--- config.mk ---
export PLATFORM = sky130hd
export DESIGN_NAME = cmd_slave_regfile
export DESIGN_NICKNAME = d
export VERILOG_FILES = /design/src/rtl/cmd_slave_regfile.sv
export SDC_FILE = /design/constraint.sdc
export NUM_CORES = 1
export LEC_CHECK = 0
export BUFFER_PORTS_ARGS = -buffer_cell sky130_fd_sc_hd__buf_2
export CAP_MARGIN = 20
export CORE_MARGIN = 2
export CORE_UTILIZATION = 30
export CTS_CLUSTER_SIZE = 30
export DETAILED_ROUTE_END_ITERATION = 8
export PLACE_DENSITY = 0.53
export SLEW_MARGIN = 5
export SYNTH_ARGS = -nofsm -noshare
export SYNTH_HDL_FRONTEND = slang
export SYNTH_SLANG_ARGS = --single-unit
--- constraint.sdc ---
create_clock -name clk -period 2.1 [get_ports clk]
set_input_delay 0.21 -clock clk [delete_from_list [all_inputs] [get_ports clk]]
set_output_delay 0.21 -clock clk [all_outputs]
set_load 0.02 [all_outputs]
--- src/rtl/cmd_slave_regfile.sv ---
// cmd_slave_regfile: slave-side consumer of the cmd/adr/data bus.
// Executes one command per clock against a 2**AW x DW register file:
// write, read, increment (read-modify-write) and a clear-all sweep.
// The bus has no back-pressure, so commands arriving while busy are
// dropped and counted.
module cmd_slave_regfile #(
  parameter int AW      = 4,
  parameter int DW      = 4,
  parameter int CW      = 4,
  parameter bit INC_SAT = 1'b1,
  parameter int DCW     = 8
) (
  input  logic           clk,
  input  logic           rst_n,
  input  logic [CW-1:0]  cmd,
  input  logic [AW-1:0]  adr,
  input  logic [DW-1:0]  data,
  output logic [DW-1:0]  rdata,
  output logic           rvalid,
  output logic           err,
  output logic           busy,
  output logic [DCW-1:0] drop_cnt
);

  localparam int DEPTH = 2**AW;

  localparam logic [CW-1:0] CMD_NOP = CW'(0);
  localparam logic [CW-1:0] CMD_WR  = CW'(1);
  localparam logic [CW-1:0] CMD_RD  = CW'(2);
  localparam logic [CW-1:0] CMD_INC = CW'(3);
  localparam logic [CW-1:0] CMD_CLR = CW'(4);

  typedef enum logic [1:0] {S_IDLE, S_RMW, S_CLR} state_t;

  state_t                    state_q, state_d;
  logic [DEPTH-1:0][DW-1:0]  mem_q, mem_d;
  logic [DW-1:0]             rdata_q, rdata_d;
  logic                      rvalid_q, rvalid_d;
  logic                      err_q, err_d;
  logic                      busy_q, busy_d;
  logic [DCW-1:0]            drop_cnt_q, drop_cnt_d;
  logic [AW-1:0]             clr_ptr_q, clr_ptr_d;
  logic [AW-1:0]             inc_adr_q, inc_adr_d;
  logic [DW-1:0]             inc_old_q, inc_old_d;
  logic [DW-1:0]             inc_val;

  // Increment result: saturate at all-ones or wrap, chosen at elaboration.
  always_comb begin
    if (INC_SAT && (inc_old_q == {DW{1'b1}})) inc_val = inc_old_q;
    else                                      inc_val = inc_old_q + DW'(1);
  end

  // Next-state, register-file update and output pulses.
  always_comb begin
    state_d    = state_q;
    mem_d      = mem_q;
    rdata_d    = rdata_q;
    rvalid_d   = 1'b0;
    err_d      = 1'b0;
    drop_cnt_d = drop_cnt_q;
    clr_ptr_d  = clr_ptr_q;
    inc_adr_d  = inc_adr_q;
    inc_old_d  = inc_old_q;
    case (state_q)
      S_IDLE: begin
        case (cmd)
          CMD_NOP: ;
          CMD_WR:  mem_d[adr] = data;
          CMD_RD: begin
            rdata_d  = mem_q[adr];
            rvalid_d = 1'b1;
          end
          CMD_INC: begin
            inc_adr_d = adr;
            inc_old_d = mem_q[adr];
            state_d   = S_RMW;
          end
          CMD_CLR: begin
            clr_ptr_d = '0;
            state_d   = S_CLR;
          end
          default: err_d = 1'b1;
        endcase
      end
      S_RMW: begin
        mem_d[inc_adr_q] = inc_val;
        rdata_d          = inc_val;
        rvalid_d         = 1'b1;
        state_d          = S_IDLE;
      end
      S_CLR: begin
        mem_d[clr_ptr_q] = '0;
        clr_ptr_d        = clr_ptr_q + AW'(1);
        if (clr_ptr_q == {AW{1'b1}}) state_d = S_IDLE;
      end
      default: state_d = S_IDLE;
    endcase
    // Busy: the command is ignored but a non-NOP one is counted as dropped.
    if ((state_q != S_IDLE) && (cmd != CMD_NOP) && (drop_cnt_q != {DCW{1'b1}}))
      drop_cnt_d = drop_cnt_q + DCW'(1);
    busy_d = (state_d != S_IDLE);
  end

  // State and register-file flops; reset discards any partial RMW or sweep.
  always_ff @(posedge clk or negedge rst_n) begin
    if (!rst_n) begin
      state_q    <= S_IDLE;
      mem_q      <= '0;
      rdata_q    <= '0;
      rvalid_q   <= 1'b0;
      err_q      <= 1'b0;
      busy_q     <= 1'b0;
      drop_cnt_q <= '0;
      clr_ptr_q  <= '0;
      inc_adr_q  <= '0;
      inc_old_q  <= '0;
    end else begin
      state_q    <= state_d;
      mem_q      <= mem_d;
      rdata_q    <= rdata_d;
      rvalid_q   <= rvalid_d;
      err_q      <= err_d;
      busy_q     <= busy_d;
      drop_cnt_q <= drop_cnt_d;
      clr_ptr_q  <= clr_ptr_d;
      inc_adr_q  <= inc_adr_d;
      inc_old_q  <= inc_old_d;
    end
  end

  assign rdata    = rdata_q;
  assign rvalid   = rvalid_q;
  assign err      = err_q;
  assign busy     = busy_q;
  assign drop_cnt = drop_cnt_q;

endmodule

**Yosys cells after proc, flatten, opt, wreduce, memory -nomap -nowiden**

Cells that the tools add are included.

- Bits in registers: 93
- Bits in latches: 0
- Memory bits (writable): 0
- ROM bits: 0
- Input port bits: 14
- Logic and storage cells: 90
- Memories kept: 0

- $add $sub $neg: 3
- Multiply operators: 0
- Divide/modulo/power cells: 0
- $lt $le $gt $ge: 6
- Equality and inequality tests: 12
- Shift operators: 0
- Mux-type cells: 24
- Bitwise logic cells: 2
- Reductions and logical operators: 18

Operators with widths:

| operator | number |
|---|---|
| $pmux 64 s3 | 1 |
| $bwmux 64 | 2 |
| $and 64x64->64 | 1 |
| $mux 64 | 1 |
| $not 64->64 | 1 |
| $demux 4 s4 | 3 |
| $mux 4 | 7 |
| $bmux 4 s4 | 1 |
| $pmux 4 s2 | 2 |
| $lt 4x5->1 const B | 3 |
| $ge 4x1->1 const B | 3 |
| $add 4x1->4 const B | 2 |
| $add 8x1->8 const B | 1 |
| $eq 4x2->1 const B | 2 |
| $eq 4x4->1 const B | 2 |
| $ne 8x8->1 const B | 1 |
| $pmux 2 s2 | 2 |
| $reduce_and 2->1 | 4 |
| $reduce_bool 2->1 | 4 |
| $ne 2x1->1 const B | 3 |
| $logic_and 1x1->1 | 5 |
| $reduce_or 5->1 | 1 |
| $eq 4x1->1 const B | 1 |
| $eq 4x3->1 const B | 1 |
| other kinds (9) | 11 |

**Longest topological paths before layout**

- Depth in word-level cells: 7
- Depth in mapped cells: 9
- Mapped depth without buffers: 6

**Worst setup path after synthesis**

OpenSTA, ideal clock, no wires.

- Path kind: reg2reg
- From: reg state_q[0]
- To: reg (tool-made name)
- Arrival: 2,044 ps
- Setup slack: -65 ps
- Cell stages (with the launch flop): 9
- Buffers on the path: 2
- Period minus slack after synthesis: 2,165 ps
- Cell sequence: dfrtp_1 inv_1 ha_1 buf_4 nand2_1 o41a_1 buf_6 or4_4 a22o_1

RTL lines:

| what | line | text |
|---|---|---|
| start: declaration | 35 | `state_t state_q, state_d;` |
| start signal: assignment | 118 | `state_q <= state_d;` |

==> impl_metrics.ini <==
[detailed_routing]
drt_wl_total_um = 19000
dr.pass1.iters = 6
drc = 0
vias = 5249
wire_per_inst_um = 21.6
viasPerCell = 5.96
drtIter0Drc = 587
postRouteAntennaNets = 0

[die]
dieArea_um2 = 19700
ios = 29
core_area_um2 = 18100
die_w_um = 140
start_util_pct = 30.9
rows = 49
die_y_um = 140

[yosys]
synth_top_cell_area_share_pct = 41.7
synth_edf_count = 0
ys_async_sr_fraction_pct = 100
syn_avg_cell_area_um2 = 10.1
synth-seq-cells = 93
yosysSeqAreaShare_pct = 41.7
yosys.area.top_type = dfrtp_1
synth.most_common_cell = dfrtp_1
syn_inst = 553
ys_warn_count = 0
ys_top_cells_by_count = dfrtp_1, a22o_1, o21ai_0
synth_area_leaders = dfrtp_1, a22o_1, mux4_2, o21ai_0, a21oi_1
synth_flop_cell = dfrtp_1
syn_area_um2 = 5580
synth_cell_type_count = 61
synth_nets = 576

[placed_design]
gp_congestion = 0.939
place_ws_ns = -0.128
dp_hpwl_um = 14300
io_buffer_count = 28

[power_and_ir_drop]
peakVddDrop_uv = 551
intPower_mw = 6.07
power_frac_seq_pct = 29.9
finalPower_mw = 10.8
power_switching_mw = 4.68
power.leakage_nw = 2.96
clkPwrFrac_pct = 14.6
power_frac_comb_pct = 55.5
power.share.switching_pct = 43.6
p_per_area_nw_per_um2 = 1540

[finish]
multi_input_area_um2 = 3110
area_growth_syn_to_layout_pct = 24.8
layout-drive-gt1-share_pct = 29.4
fillers = 1763
antenna_cells = 0
regArea_um2 = 2330
finalNetCount = 670

[clock_tree]
cts_buffer_depth = 2
numClockSinks = 93
cts_root_buf = clkbuf_16
numCtsBuffers = 9
h-tree-depth = 3
clkTransAtPathRegs_ns = 0.07
clk_latency_ns = 0.36
cts_tree = done

[setup_path]
arrival_ns = 2.36
worstPathMaxFanout = 9
cp.required_ns = 2.35
setup.worst_path.class = flip-flop to flip-flop
critical_path.startpoint = state_q[1]
r2r_slack_ns = -0.02
cp-start-kind = flip-flop
timing.rr.start = state_q[1]
reg2regPathDepth = 7
end_kind = flip-flop

[sta]
maxSlewHeadroom_pct = 60.1
skew_ns = 0.00997
maxSlewViolCount = 0
fin_crit_ns = 2.12
setup_viol = 13
min_period_over_period_pct = 101
hold_violations = 0
finalSetupTns_ns = -0.0899
rsz0062_at_grt = yes
fmax_ghz = 0.473
fin_ws_ns = -0.0155
worstMarginPinSlew_ns = 0.593

[grt]
grt_pass1_vias = 5301
antenna_found_initial = 0
grt_pass1_wl_um = 29900
grtUsageTotal_pct = 19.7
grt_start_max_net_pins = 57
gr-total-overflow = 0

[run_status]
failed_checks = setup timing
status = complete, but fails checks

[min_path]
hp-start = cmd[2]
hold_path_depth = 3
min_to = err
hp-class = primary input to flip-flop

[flow_run]
drv_cap = 0
==> worst max path at each step <==
| stage | to | slack, ns | cells past startpoint |
|---|---|---|---|
| after floorplan | flip-flop | 0.0007 | 8 |
| after global placement | flip-flop | -0.1 | 7 |
| after detailed placement | flip-flop | -0.13 | 7 |
| after CTS | flip-flop | -0.02 | 7 |
| after global routing | flip-flop | -0.09 | 7 |
| final | flip-flop | -0.02 | 7 |
==> final cells by class <==
class / count / share of cell area (%)
Multi-Input combinational cell: 407 / 44.7
Sequential cell: 93 / 33.4
Timing Repair Buffer: 124 / 13.2
Tap cell: 229 / 4.11
Clock buffer: 9 / 3.23
Clock inverter: 7 / 0.700
Inverter: 12 / 0.646
==> cells by family after synthesis <==
family / after synthesis / synth area share [%]
DFF: 93 / 41.7
muxes: 24 / 8.03
AOI/OAI and AO/OA: 213 / 27.3
adders and majority gates: 9 / 2.02
and+or+nand+nor: 152 / 15.6
xor gates and xnor gates: 9 / 1.41
buffers and inverters: 53 / 3.99
==> per-stage QoR <==
stage	util (%)	instances	cell area, um^2	hold WS, ns
floorplan	-	553	5600	-0.0856
CTS	38.3	879	6920	0.242
detailed placement	36.5	861	6600	0.213
finish	38.5	881	6970	0.242
global placement	36.5	861	6600	0.212
global route	38.5	881	6970	0.270
==> power by group through the flow <==
stage / Combinational, mW / Sequential (mW) / Clock [mW]
final: 5.97 / 3.21 / 1.57
after global routing: 6.37 / 3.30 / 1.67
after CTS: 5.79 / 3.20 / 1.60
after detailed placement: 5.69 / 3.21 / 0
after global placement: 5.61 / 3.20 / 0
after floorplan: 3.27 / 3.14 / 0
==> cells in the final DEF, fill, tap and decap left out, types with 7 or more instances in the layout <==
master | synthesis | routed
nand3_1 | 16 | 16
nor2b_1 | 16 | 15
buf_2 | 9 | 27
a31oi_1 | 12 | 12
o22ai_1 | 8 | 8
a211oi_1 | 8 | 8
a22o_1 | 55 | 55
clkbuf_16 | 0 | 9
o2bb2ai_1 | 13 | 13
xor2_1 | 8 | 8
o21ai_0 | 50 | 49
a21oi_1 | 25 | 25
nor2_1 | 26 | 26
nand2_1 | 30 | 27
a32oi_1 | 9 | 9
dfrtp_1 | 93 | 93
mux4_2 | 16 | 16
inv_1 | 12 | 10
and2_1 | 8 | 8
buf_4 | 1 | 89
or4_4 | 4 | 7
==> metal layers <==
| metal | track usage [%] | vias up | wire length (um) |
|---|---|---|---|
| li1 | - | 2355 | - |
| met1 | 26.0 | 2603 | 8100 |
| met2 | 32.1 | 243 | 9030 |
| met3 | 3.15 | 48 | 1330 |
| met4 | 8.29 | 0 | 553 |
| met5 | 0 | - | 0 |
==> critical path: stages (launching register included) <==
cell	delay (ns)
dfrtp_1	0.39
inv_2	0.09
ha_4	0.14
nand2_2	0.06
o41a_1	0.36
buf_12	0.17
or4_4	0.55
a22o_1	0.25
==> repair_timing <==
| item | in CTS | in global routing |
|---|---|---|
| hold buffers | 1 | 0 |
| endpoints found under the hold margin | 37 | 0 |
| pin swaps | 2 | 4 |
| gates resized for setup | 8 | 9 |
| setup buffers | 1 | 1 |
| cloned | 0 | 0 |
| setup endpoints to repair | 40 | 51 |
Note: power is estimated with default switching activity, not from simulation.
